File: src/rtl/byte_fifo_if.sv
// Byte stream handshake between the packer-side producer and the FWFT consumer.
// The FIFO sits on the slave side. The environment driving it sits on the master side.
interface byte_fifo_if #(
    parameter int DW = 8
);
    logic          wr_en;
    logic [DW-1:0] wr_data;
    logic          rd_ready;
    logic          rd_valid;
    logic [DW-1:0] rd_data;

    modport master (
        output wr_en,
        output wr_data,
        output rd_ready,
        input  rd_valid,
        input  rd_data
    );

    modport slave (
        input  wr_en,
        input  wr_data,
        input  rd_ready,
        output rd_valid,
        output rd_data
    );
endinterface

File: src/rtl/byte_fifo.sv
// Elastic first-word-fall-through byte buffer behind the packer stage.
// The packer has no backpressure, so writes arriving while the buffer is full are dropped and counted.
module byte_fifo #(
    parameter int DW        = 8,
    parameter int AW        = 4,
    parameter int AFULL_LVL = 12
) (
    input  logic          clk,
    input  logic          reset,
    byte_fifo_if.slave    bus,
    input  logic          flush,
    input  logic          clr_ovf,
    output logic          full,
    output logic          empty,
    output logic          almost_full,
    output logic [AW:0]   count,
    output logic          overflow,
    output logic [7:0]    drop_cnt
);
    localparam int DEPTH = 2 ** AW;
    localparam int CW    = AW + 1;

    logic [DW-1:0] mem [DEPTH];
    logic [AW-1:0] wr_ptr;
    logic [AW-1:0] rd_ptr;
    logic [DW-1:0] last_rd;
    logic [DW-1:0] rd_data_c;

    logic pop_req;
    logic push_req;
    logic drop;

    // Status comes from the registered count only, so there is no combinational path from the inputs.
    assign full        = (count == CW'(DEPTH));
    assign empty       = (count == '0);
    assign almost_full = (count >= CW'(AFULL_LVL));

    // A full buffer still accepts a write when the head leaves in the same cycle.
    assign pop_req  = !empty && bus.rd_ready;
    assign push_req = bus.wr_en && (!full || pop_req);
    assign drop     = bus.wr_en && !push_req && !flush;

    // NOTE: state is updated with non-blocking assignments, so every process sees the pre-edge values.
    always_ff @(posedge clk or posedge reset) begin
        if (reset) begin
            wr_ptr <= '0;
            rd_ptr <= '0;
            count  <= '0;
        end else if (flush) begin
            wr_ptr <= '0;
            rd_ptr <= '0;
            count  <= '0;
        end else begin
            if (push_req) wr_ptr <= wr_ptr + AW'(1);
            if (pop_req)  rd_ptr <= rd_ptr + AW'(1);
            case ({push_req, pop_req})
                2'b10:   count <= count + CW'(1);
                2'b01:   count <= count - CW'(1);
                default: count <= count;
            endcase
        end
    end

    // NOTE: only entry 0 is reset. The other entries are never read before they are written,
    // so the array can stay plain storage.
    always_ff @(posedge clk or posedge reset) begin
        if (reset) begin
            mem[0] <= '0;
        end else if (push_req && !flush) begin
            mem[wr_ptr] <= bus.wr_data;
        end
    end

    // Remembers the byte last handed to the consumer, so rd_data holds it while the buffer is empty.
    always_ff @(posedge clk or posedge reset) begin
        if (reset) begin
            last_rd <= '0;
        end else if (pop_req && !flush) begin
            last_rd <= mem[rd_ptr];
        end
    end

    // When a drop and a clear land on the same edge, the drop wins and counting restarts at one.
    always_ff @(posedge clk or posedge reset) begin
        if (reset) begin
            overflow <= 1'b0;
            drop_cnt <= '0;
        end else if (drop) begin
            overflow <= 1'b1;
            if (clr_ovf)                drop_cnt <= 8'd1;
            else if (drop_cnt != 8'hFF) drop_cnt <= drop_cnt + 8'd1;
        end else if (clr_ovf) begin
            overflow <= 1'b0;
            drop_cnt <= '0;
        end
    end

    // NOTE: the default assignment comes first, so no latch can be inferred from this block.
    always_comb begin
        rd_data_c = last_rd;
        if (!empty) rd_data_c = mem[rd_ptr];
    end

    assign bus.rd_data  = rd_data_c;
    assign bus.rd_valid = !empty;
endmodule
File: src/flat_wrapper.sv
// flat-port wrapper written by rule: the top's interface ports become plain ports
module byte_fifo_flat 
#(
    parameter int DW        = 8,
    parameter int AW        = 4,
    parameter int AFULL_LVL = 12
)
  (clk, reset, flush, clr_ovf, full, empty, almost_full, count, overflow, drop_cnt, bus_wr_en, bus_wr_data, bus_rd_ready, bus_rd_valid, bus_rd_data);
  byte_fifo_if #(.DW(DW)) bus_i ();
  input  logic clk;
  input  logic reset;
  input  logic flush;
  input  logic clr_ovf;
  output logic full;
  output logic empty;
  output logic almost_full;
  output logic [AW:0] count;
  output logic overflow;
  output logic [7:0] drop_cnt;
  input wire logic [$bits(bus_i.wr_en)-1:0] bus_wr_en;
  input wire logic [$bits(bus_i.wr_data)-1:0] bus_wr_data;
  input wire logic [$bits(bus_i.rd_ready)-1:0] bus_rd_ready;
  output wire logic [$bits(bus_i.rd_valid)-1:0] bus_rd_valid;
  output wire logic [$bits(bus_i.rd_data)-1:0] bus_rd_data;
  assign bus_i.wr_en = bus_wr_en;
  assign bus_i.wr_data = bus_wr_data;
  assign bus_i.rd_ready = bus_rd_ready;
  assign bus_rd_valid = bus_i.rd_valid;
  assign bus_rd_data = bus_i.rd_data;
  byte_fifo #(.DW(DW), .AW(AW), .AFULL_LVL(AFULL_LVL)) u_core (.clk(clk), .reset(reset), .bus(bus_i), .flush(flush), .clr_ovf(clr_ovf), .full(full), .empty(empty), .almost_full(almost_full), .count(count), .overflow(overflow), .drop_cnt(drop_cnt));
endmodule
File: config.mk
export PLATFORM = sky130hd
export DESIGN_NAME = byte_fifo_flat
export DESIGN_NICKNAME = d
export VERILOG_FILES = /design/src/rtl/byte_fifo_if.sv /design/src/rtl/byte_fifo.sv /design/src/flat_wrapper.sv
export SDC_FILE = /design/constraint.sdc
export NUM_CORES = 1
export LEC_CHECK = 0
export BUFFER_PORTS_ARGS = -buffer_cell sky130_fd_sc_hd__buf_2
export CAP_MARGIN = 20
export CORE_UTILIZATION = 60
export DETAILED_ROUTE_END_ITERATION = 10
export PLACE_DENSITY = 0.89
export SETUP_SLACK_MARGIN = 0.3
export SLEW_MARGIN = 20
export SYNTH_ARGS = -nofsm -noshare
export SYNTH_HDL_FRONTEND = slang
export SYNTH_SLANG_ARGS = --single-unit
File: constraint.sdc
create_clock -name clk -period 3.1 [get_ports clk]
set_clock_uncertainty 0.1 [all_clocks]
set_input_delay 0.775 -clock clk [delete_from_list [all_inputs] [get_ports clk]]
set_output_delay 0.775 -clock clk [all_outputs]
set_load 0.05 [all_outputs]
### Word level (Yosys, flattened, before mapping)

Cells that the tools add are included.

* add/sub/neg operators: 5
* order comparisons: 4
* equal/unequal tests: 4
* muxes and demuxes: 19
* bitwise gates (word level): 3
* reduce and logical (&&, ||, !) cells: 20

Operators by type and width (number)
* $bwmux W128: 1
* $mux W8: 8
* $bmux W8 S4: 1
* $demux W8 S4: 1
* $mux W4: 4
* $ge A5 B5 Y1 const B: 2
* $not A4 Y5: 2
* $pmux W5 S2: 1
* $add A4 B1 Y4 const B: 2
* $add A8 B1 Y8 const B: 1
* $ne A8 B8 Y1 const B: 1
* $reduce_bool A2 Y1: 4
* $logic_and A1 B1 Y1: 7
* $add A5 B1 Y5 const B: 1
* $eq A5 B5 Y1 const B: 1
* $ge A5 B4 Y1 const B: 1
* $logic_not A5 Y1: 1
* $lt A5 B1 Y1 const B: 1
* $mux W5: 1
* $sub A5 B1 Y5 const B: 1
* $logic_not A1 Y1: 4
* $reduce_and A2 Y1: 2
* $reduce_bool A3 Y1: 1
* $eq A2 B1 Y1 const B: 1
* 4 further kinds: 5

* register bits: 158
* input port bits: 14
* output and inout port bits: 26
* logic and storage cells: 77

### Logic depth before layout (Yosys ltp)

Gate-level depths: netlist (run 1).

* depth in word-level cells: 10
* depth in mapped cells: 10
* gate-level depth less buffers: 8

### Worst setup path before layout (run 1)

No wires, ideal clock.

* path type: flip-flop to output port
* start point: register u_core.count[1]
* end point: output port bus_rd_data[0]
* data arrival time: 2.949 ns
* required time: 2.225 ns
* slack: -0.724 ns
* cell stages (with the launch flop): 8
* cells stage by stage: dfrtp_1 -> buf_4 -> or4_4 -> buf_6 -> nor2_2 -> clkbuf_1 -> nand2_1 -> o21ai_0

* word-level cells in the longest chain between the ends: 2

Ends and longest elaborated chain
* start: declaration: RTL line byte_fifo.sv:16 `output logic [AW:0] count,`
* start signal: assignment: RTL line byte_fifo.sv:57 `2'b10: count <= count + CW'(1);`
* start signal: assignment: RTL line byte_fifo.sv:58 `2'b01: count <= count - CW'(1);`
* start signal: assignment: RTL line byte_fifo.sv:59 `default: count <= count;`
* $logic_not A5 Y1: RTL line byte_fifo.sv:35 `assign empty = (count == '0);`
* via empty: RTL line flat_wrapper.sv:15 `output logic empty;`
* $mux W8: RTL line byte_fifo.sv:101 `if (!empty) rd_data_c = mem[rd_ptr];`
* end: declaration: RTL line flat_wrapper.sv:24 `output wire logic [$bits(bus_i.rd_data)-1:0] bus_rd_data;`

The timed path passes the listed nets, and every way through them passes these cells.

### Worst setup path in the final report (run 1)

* start point: register u_core.rd_ptr[1]
* end point: output port bus_rd_data[7]

* word-level cells in the longest chain between the ends: 5

Ends and longest elaborated chain
* start: declaration: RTL line byte_fifo.sv:25 `logic [AW-1:0] rd_ptr;`
* start signal: assignment: RTL line byte_fifo.sv:55 `if (pop_req) rd_ptr <= rd_ptr + AW'(1);`
* $not A4 Y5 (implied by the code): RTL line byte_fifo.sv:101
* $bmux W8 S4: RTL line byte_fifo.sv:101
* $mux W8 (implied by the code) (2 in series): RTL line byte_fifo.sv:101
* $mux W8: RTL line byte_fifo.sv:101

Every way passes these cells. The select of a mux whose other input is x is not followed.

==> results of run 1 <==
==> area by class of cell <==
class                           instances  area, µm²
Tap cell                              140        175
Timing Repair Buffer                   94        866
Sequential cell                       158       4560
Multi-Input combinational cell        241       2230
Clock inverter                         12        160
Inverter                               11       53.8
Fill cell                             523       2490
Clock buffer                           20        447
==> flip-flops by register name, indices dropped and copies added, names as in the netlist <==
name	count
u_core.mem	128
u_core.drop_cnt	8
u_core.wr_ptr	4
u_core.last_rd	8
u_core.overflow	1
u_core.count	5
u_core.rd_ptr	4
==> cell usage in the layout, fill, tap and decap left out, drive strengths merged, types with 12 or more instances in the layout <==
| cell | n |
|---|---|
| inv | 14 |
| o21ai | 24 |
| buf | 91 |
| nor2 | 26 |
| clkbuf | 23 |
| mux4 | 32 |
| dfrtp | 38 |
| mux2 | 17 |
| nor3 | 12 |
| nand2 | 31 |
| edfxtp | 120 |
| mux2i | 20 |
==> cells in the mapped netlist (4+ instances only) <==
| master | count | area, µm² |
|---|---|---|
| nand2b_1 | 4 | 25.0 |
| mux2_2 | 16 | 180 |
| dfrtp_1 | 38 | 951 |
| a21oi_1 | 6 | 30.0 |
| o21ai_0 | 23 | 115 |
| nor2_1 | 25 | 93.8 |
| o211ai_1 | 4 | 30.0 |
| inv_1 | 10 | 37.5 |
| mux2i_1 | 20 | 200 |
| nand3_1 | 8 | 40.0 |
| xor2_1 | 4 | 35.0 |
| buf_2 | 8 | 40.0 |
| nand4_1 | 5 | 31.3 |
| nand2_1 | 31 | 116 |
| or3_1 | 4 | 25.0 |
| buf_1 | 5 | 18.8 |
| nor3_1 | 12 | 60.1 |
| ha_1 | 8 | 100 |
| edfxtp_1 | 120 | 3600 |
| clkbuf_1 | 10 | 37.5 |
| mux4_2 | 32 | 721 |
==> timing repair <==
action | in CTS | in global routing
cloned | 2 | 3
buffers inserted | 8 | 7
pin swaps | 1 | 3
endpoints found under the hold margin | 0 | 0
hold buffers | 0 | 0
endpoints found under the setup margin | 11 | 10
resized for setup | 17 | 33
==> per-stage QoR <==
step / total power [mW] / cells / utilization, %
floorplan: 4.49 / 436 / -
global placement: 4.88 / 624 / 67.9
detailed placement: 4.96 / 624 / 67.9
CTS: 7.40 / 666 / 75.1
global route: 8.20 / 676 / 77.3
finish: 7.94 / 676 / 77.3
==> layer usage <==
metal / vias to the layer above / wire length, µm
li1: 1874 / -
met1: 2261 / 6240
met2: 294 / 8530
met3: 73 / 1520
met4: 0 / 810
met5: - / 0
==> cell families after synthesis <==
kind of cell	count (synthesis)	synth area share, %
compound gates	52	4.89
xor+xnor	6	0.767
fa+ha+maj	8	1.46
buf+inv	37	2.45
flops	158	66.4
mux	69	16.3
simple gates	106	7.72
==> worst paths after layout <==
check / start / endpoint / slack (ns) / depth (start not counted)
worst max-delay path: u_core.rd_ptr[1] / bus_rd_data[7] / -0.05 / 6
worst min-delay path: u_core.mem[125] / u_core.mem[125] / 0.41 / 1
worst max register to register: u_core.count[1] / u_core.count[3] / 0.42 / 7
worst min register to register: u_core.mem[125] / u_core.mem[125] / 0.41 / 1
max in group asynchronous: reset / u_core.count[2] / 1.77 / 2
min in group asynchronous: reset / u_core.rd_ptr[0] / 0.49 / 2
==> where the power goes <==
group          leakage [nW]  internal (mW)  switching, mW
combinational          1.27           1.39           1.83
sequential             1.57           2.43          0.149
clock                 0.291           1.30          0.850
==> parameters.txt, run 1 <==
Parameter                              Value

Floorplanning
  Die area ... 11900 µm²
  Chip width ... 109 µm
  Initial core utilization ... 62.4%
  Io pins ... 40
  Rows ... 38
  Die height ... ~110 µm
  Placeable core area ... approximately 11000 µm²

Global route
  Met2 global-route usage ... 47.8%
  Most utilized layer in the global route result ... met2
  Maximum number of pins on one net before global-route repair ... 35
  Met1 usage ... 37.1%
  Total global routing track utilization ... 29.2%
  GR Layer Usage met3 ... approximately 6.3%
  Number of antenna violations at the first check in global routing ... 0
  First-pass GRT wire length ... 24100 µm
  Via count of the first global-routing pass ... approximately 4400
  GRT overflow ... 0

Drt
  Aggregate routed wire length ... 17100 µm
  Number of DRC markers in iteration 0 ... 707
  Final antenna-violating net count ... 0
  Drt pass-1 iters ... 10
  WL per Instance ... 25.3 µm
  DR vias ... 4502
  Final routed DRC violation total ... 0
  Vias per cell ... 6.66

Critical path
  Chain of cells forming the critical path ... buf_12 > mux4_2 > mux2i_2 > mux2_4 > o21ai_2 > buf_6
  Crit-path max cell delay ... around 0.56 ns
  Critical Setup Path Class ... flop to primary output
  Crit path buffers/inverters ... 2
  Highest-delay cell along the critical path ... mux4_2
  Req. time, crit path ... 2.22 ns
  Cell type group with the largest total delay on the critical path ... multiplexers
  Category of the worst setup path launch point ... flop
  Maximum net fanout on the critical path ... 14
  Worst Path Arrival ... 2.27 ns
  Kind of end point of the critical path ... primary output

Timing
  Worst slew pin tran ... 0.943 ns
  Aggregate negative setup slack ... -0.109 ns
  Slew Viols, Final ... 0
  Hold Fails Final Rpt ... 0
  Worst slew margin ... 37.0%
  Final Setup Violations ... 4
  Post-layout min period ... 3.15 ns
  Max Clock Freq ... about 320 MHz
  Unrepaired setup endpoints after global routing ... yes
  Final Worst Setup Slack ... -0.0472 ns
  Share of the cycle needed by the critical path after routing ... 102%
  Worst slack on hold paths ... 0.412 ns

Synth
  FF+latch count, synth ... around 160
  Yosys warns ... 0
  Number of cells produced by synthesis ... roughly 440
  Syn Nets ... ~460
  Register area share after synthesis ... 66.4%
  Top flip-flop cell by instance count after synthesis ... edfxtp_1
  Number of enable flip-flop cells after synthesis ... 120
  Synthesized area ... approximately 7000 µm²
  Mean Syn Cell Area ... 15.7 µm²
  Count of distinct cell types in the synthesized netlist ... 52
  Fraction of registers with async set or reset after synthesis ... 24.1%

Final layout
  Nets@finish ... roughly 550
  Final instance area ... 8490 µm²
  Number of diodes added for antenna fixing ... 0
  Fraction of final layout cells sized beyond drive strength 1 ... between 30% and 40%
  Area growth syn-to-layout ... 23.9%

Clock network
  Clock transition at the registers of the reported paths ... 0.06 ns
  TritonCTS Buffers ... 17
  Total number of H-tree levels ... 4
  Max clock buf depth ... 2
  Master cell of the clock root buffer ... clkbuf_16
  TritonCTS clock tree ... built
  Clk_lat worst skew ... about 0.42 ns
  Number of clock sinks ... 158

Power and ir drop
  Power Density ... a little over 900 nW/µm²
  Lkg Pwr ... 3.12 nW
  Highest ir drop seen on vdd ... 1.09 mV

Placement
  Setup Slack @ Placement ... about 0.28 ns
  Global placer's final weighted congestion ... about 0.9
  Count of buffers from port buffering ... 39
  Total cell area at the placement stage ... between 7000 and 8000 µm²
  Detailed placer's ending HPWL ... 9350 µm

Outcome
  Violated checks ... negative setup slack
  Run status ... complete, but fails checks

Run
  Max Cap Viol ... 0

Min path
  Path category of the worst min-delay check ... flop to flop
Note: power is estimated with default switching activity, not from simulation.
==> inputs of run 2 (changes only) <==
--- a/config.mk
+++ b/config.mk
@@ -10,6 +10,7 @@
 export CORE_UTILIZATION = 60
 export DETAILED_ROUTE_END_ITERATION = 10
 export PLACE_DENSITY = 0.89
+export REMOVE_ABC_BUFFERS = 1
 export SETUP_SLACK_MARGIN = 0.3
 export SLEW_MARGIN = 20
 export SYNTH_ARGS = -nofsm -noshare
==> parameters.txt, run 2 (synthesis gave the netlist of run 1 again) <==
Parameter                              Value

Timing
  Final Worst Setup Slack ... -0.0578 ns
  Unrepaired setup endpoints after global routing ... yes
  Max Clock Freq ... 317 MHz
  Final Setup Violations ... 4
  Worst slew pin tran ... about 0.85 ns
  Slew Viols, Final ... 0
  Share of the cycle needed by the critical path after routing ... 102%
  Hold Fails Final Rpt ... 0
  Aggregate negative setup slack ... -0.120 ns
  Worst slew margin ... 42.8%
  Post-layout min period ... 3.16 ns

Placement
  Total cell area at the placement stage ... 7340 µm²
  Detailed placer's ending HPWL ... 9240 µm
  Global placer's final weighted congestion ... 0.865
  Count of buffers from port buffering ... 39

Outcome
  Run status ... complete, but fails checks
  Violated checks ... negative setup slack

Final layout
  Number of flip-flops under the largest register name ... about 130
  Commonest cells after routing, fill and taps aside ... edfxtp_1 (120), dfrtp_1 (36), mux4_2 (32), buf_4 (32), nand2_1 (31)
  Number of diodes added for antenna fixing ... 0
  Area growth syn-to-layout ... 21.7%
  Most frequent standard cell in the layout excluding fill and tap cells ... edfxtp_1
  Final instance area ... 8340 µm²
  Nets@finish ... 533
  Fraction of final layout cells sized beyond drive strength 1 ... 34.9%
  Largest registers ... u_core.mem (128), u_core.drop_cnt (8), u_core.last_rd (8)
  Register ranked first by flip-flop count ... u_core.mem

Drt
  Final antenna-violating net count ... 0
  Aggregate routed wire length ... ~19000 µm
  WL per Instance ... 28.6 µm
  Number of DRC markers in iteration 0 ... approximately 730
  DR vias ... 4609
  Drt pass-1 iters ... 7
  Vias per cell ... 6.94
  Final routed DRC violation total ... 0

Global route
  GRT overflow ... 0
  Via count of the first global-routing pass ... 4409
  Number of antenna violations at the first check in global routing ... 0
  First-pass GRT wire length ... 27200 µm
  Maximum number of pins on one net before global-route repair ... 35
  Total global routing track utilization ... 33.6%

Floorplanning
  Initial core utilization ... 62.4%
  Placeable core area ... approximately 11000 µm²
  Die area ... approximately 12000 µm²
  Die height ... between 100 and 150 µm
  Rows ... 38
  Chip width ... 109 µm
  Io pins ... 40

Critical path
  Req. time, crit path ... between 2 and 2.5 ns
  Kind of end point of the critical path ... primary output
  Critical Setup Path Class ... flop to primary output
  Category of the worst setup path launch point ... flop
  Worst Path Arrival ... about 2.3 ns
  Maximum net fanout on the critical path ... 7

Clock network
  Total number of H-tree levels ... 4
  CTS Hold Bufs ... 0
  Clock transition at the registers of the reported paths ... 0.06 ns
  Max clock buf depth ... 2
  Master cell of the clock root buffer ... clkbuf_16
  TritonCTS Buffers ... 17
  Clk_lat worst skew ... 0.42 ns
  Number of clock sinks ... between 150 and 200
  TritonCTS clock tree ... built

Power and ir drop
  Power Density ... 917 nW/µm²
  Lkg Pwr ... ~3.0 nW
  Highest ir drop seen on vdd ... ~0.71 mV

Run
  Max Cap Viol ... 0

Min path
  Path category of the worst min-delay check ... input pin to async pin
==> run 2: per-layer routing <==
layer | vias up | part of all wire (%) | GRT usage, %
met3 | 100 | 10 | 8.13
li1 | 1842 | - | -
met2 | 395 | 49 | 52.3
met4 | 0 | 5.9 | 21.6
met5 | - | 0 | 0
met1 | 2272 | 34 | 42.4
==> run 2: layout make-up <==
class | instances | area (µm²)
Clock buffer | 21 | 440
Clock inverter | 11 | 121
Fill cell | 539 | 2640
Inverter | 11 | 41.3
Multi-Input combinational cell | 241 | 2260
Sequential cell | 158 | 4560
Tap cell | 140 | 175
Timing Repair Buffer | 82 | 742
==> run 2: path summary, 6_finish.rpt <==
kind                                    from                end  slack (ns)  cells past startpoint
max                         u_core.rd_ptr[1]     bus_rd_data[4]       -0.06                      6
min                                    reset    u_core.count[2]        0.18                      2
max reg2reg                  u_core.count[4]    u_core.count[4]        0.29                      8
min reg2reg                u_core.last_rd[6]  u_core.last_rd[6]        0.38                      2
max in group asynchronous              reset   u_core.rd_ptr[1]        1.95                      3
min in group clk           u_core.last_rd[6]  u_core.last_rd[6]        0.38                      2
==> run 2: power breakdown <==
| group | switching, mW | total (mW) | internal [mW] |
|---|---|---|---|
| sequential | 0.147 | 2.57 | 2.42 |
| clock | 0.834 | 2.02 | 1.18 |
| combinational | 1.83 | 3.06 | 1.23 |
| total | 2.81 | 7.65 | 4.83 |
==> run 2: worst max-delay path: stages (launching register included) <==
cell	delay (ns)
dfrtp_2	0.41
buf_12	0.16
mux4_2	0.54
mux2i_2	0.25
mux2_4	0.21
o21ai_1	0.11
buf_6	0.18
==> run 2: timing repair <==
action                     CTS  global route
pin swaps                    1             3
setup endpoints to repair    9            10
gates resized for setup     47            14
buffers inserted             8             4
cloned                       4             0
==> run 2: stage by stage <==
stage / util, % / instances / setup WS, ns / hold WS, ns / total power [mW]
floorplan: - / 410 / -0.747 / 0.350 / 4.21
global placement: 66.8 / 616 / 0.336 / 0.362 / 4.74
detailed placement: 66.8 / 616 / 0.281 / 0.371 / 4.84
CTS: 74.9 / 660 / -0.0232 / 0.185 / 7.38
global route: 76.0 / 664 / -0.0796 / 0.185 / 7.86
finish: 76.0 / 664 / -0.0578 / 0.182 / 7.65
==> inputs of run 3 (changes only) <==
--- a/config.mk
+++ b/config.mk
@@ -16,3 +16,4 @@
 export SYNTH_ARGS = -nofsm -noshare
 export SYNTH_HDL_FRONTEND = slang
 export SYNTH_SLANG_ARGS = --single-unit
+export TNS_END_PERCENT = 1
==> parameters.txt, run 3 (synthesis gave the netlist of run 1 again) <==
Parameter                              Value

Power and ir drop
  Sw Ratio ... 36.7%
  Clock power frac ... 26.6%
  Lkg Pwr ... about 3.0 nW
  Highest ir drop seen on vdd ... 0.567 mV
  Total net switching power ... between 2 and 3 mW
  Comb power frac ... 39.5%
  Internal power ... ~4.8 mW
  Power Density ... just over 900 nW/µm²
  Sequential share of power ... 34.0%
  Power, Total ... around 7.6 mW

Drt
  Vias per cell ... 6.92
  Number of DRC markers in iteration 0 ... between 700 and 800
  Final routed DRC violation total ... 0
  Drt pass-1 iters ... 6
  WL per Instance ... 28.0 µm
  DR vias ... 4566
  Aggregate routed wire length ... 18500 µm
  Final antenna-violating net count ... 0

Timing
  Worst slew pin tran ... about 0.88 ns
  Slew Viols, Final ... 0
  Hold Fails Final Rpt ... 0
  Post-layout min period ... approximately 3.1 ns
  Final Worst Setup Slack ... -0.0494 ns
  Max Clock Freq ... approximately 320 MHz
  Aggregate negative setup slack ... -0.0925 ns
  Worst slack on hold paths ... 0.191 ns
  Final Setup Violations ... 5
  Share of the cycle needed by the critical path after routing ... 102%
  Worst slew margin ... 41.1%
  Unrepaired setup endpoints after global routing ... yes

Global route
  Via count of the first global-routing pass ... 4409
  First-pass GRT wire length ... 27200 µm
  Number of antenna violations at the first check in global routing ... 0
  Total global routing track utilization ... 33.6%
  Maximum number of pins on one net before global-route repair ... 35
  GRT overflow ... 0

Critical path
  Reg2reg end ... u_core.count[4]
  Worst reg2reg path startpoint ... u_core.count[3]
  Flop-to-flop setup slack ... about 0.29 ns
  Maximum net fanout on the critical path ... 7
  Category of the worst setup path launch point ... flop
  Critical path endpoint ... bus_rd_data[4]
  Kind of end point of the critical path ... primary output
  Critical Setup Path Class ... flop to primary output
  Req. time, crit path ... 2.22 ns
  First element of the critical path ... u_core.rd_ptr[1]
  Worst Path Arrival ... 2.27 ns
  Worst-case reg-to-reg path depth ... 9

Final layout
  Nets@finish ... roughly 530
  Post-route insts no fill ... 660
  Area growth syn-to-layout ... 20.8%
  Final instance area ... 8280 µm²
  Most frequent standard cell in the layout excluding fill and tap cells ... edfxtp_1
  Fraction of final layout cells sized beyond drive strength 1 ... 34.0%
  Register ranked first by flip-flop count ... u_core.mem
  Number of diodes added for antenna fixing ... 0
  Commonest cells after routing, fill and taps aside ... edfxtp_1 (120), dfrtp_1 (36), mux4_2 (32), nand2_1 (31), buf_2 (31)
  Largest registers ... u_core.mem (128), u_core.drop_cnt (8), u_core.last_rd (8)
  Number of flip-flops under the largest register name ... 128
  Core utilization of the finished layout ... about three quarters

Floorplanning
  Io pins ... 40
  Die area ... 11900 µm²
  Die height ... 109 µm
  Rows ... 38
  Initial core utilization ... 62.4%
  Chip width ... 109 µm
  Placeable core area ... roughly 11000 µm²

Clock network
  Clk_lat worst skew ... 0.42 ns
  TritonCTS clock tree ... built
  Max clock buf depth ... 2
  Clock transition at the registers of the reported paths ... 0.06 ns
  Master cell of the clock root buffer ... clkbuf_16
  Total number of H-tree levels ... 4
  TritonCTS Buffers ... 17
  Number of clock sinks ... 158

Placement
  Detailed placer's ending HPWL ... just over 9000 µm
  Count of buffers from port buffering ... 39
  Setup Slack @ Placement ... 0.281 ns
  Global placer's final weighted congestion ... 0.865
  Post-Place Cells ... slightly above 600
  Total cell area at the placement stage ... 7340 µm²

Outcome
  Run status ... complete, but fails checks
  Violated checks ... negative setup slack

Min path
  Path category of the worst min-delay check ... input pin to async pin

Run
  Max Cap Viol ... 0
[run 3: changes by cell type in the layout (fill, tap and decap cells not counted)]
cell and change:
ha_4 -1, buf_2 +1, nor4_1 +1, buf_4 -4, buf_12 -1, ha_1 +1
nor4_2 -1
[run 3: area by class of cell]
cell class,instances,area (µm²)
Multi-Input combinational cell,241,2250
Tap cell,140,175
Clock buffer,21,440
Clock inverter,11,121
Timing Repair Buffer,78,697
Fill cell,549,2710
Inverter,11,41.3
Sequential cell,158,4560
[run 3: metal layers]
layer,global-route usage [%],part of all wire (%),up-vias
met1,42.4,35,2272
met4,21.6,6.1,0
met3,8.13,11,98
met2,52.3,49,360
li1,-,-,1836
met5,0,0,-
[run 3: critical path: stages (launching register included)]
cell,delay (ns)
dfrtp_2,0.41
buf_12,0.16
mux4_2,0.54
mux2i_2,0.24
mux2_4,0.21
o21ai_1,0.11
buf_6,0.19
[run 3: how the worst min path moves through the flow]
stage                         to  slack (ns)               from  depth (start not counted)
5_1_grt          u_core.count[3]        0.19              reset                          2
4_1_cts          u_core.count[3]        0.19              reset                          2
3_5_place_dp   u_core.last_rd[3]        0.37  u_core.last_rd[3]                          2
2_1_floorplan  u_core.last_rd[0]        0.35  u_core.last_rd[0]                          2
3_3_place_gp   u_core.last_rd[2]        0.36  u_core.last_rd[2]                          2
6_report         u_core.count[3]        0.19              reset                          2
[run 3: what timing repair did]
item,in CTS,in global routing
hold buffers,0,0
buffers inserted,8,0
pin swaps,1,0
resized for setup,47,10
setup endpoints to repair,9,10
cloned,4,0
[run 3: power groups by stage]
stage	Sequential [mW]	Clock, mW	Combinational, mW
after global routing	2.58	2.08	3.11
after global placement	2.56	0	2.18
after CTS	2.56	2.00	2.83
after detailed placement	2.58	0	2.27
final	2.57	2.01	2.99
after floorplan	2.76	0	1.45
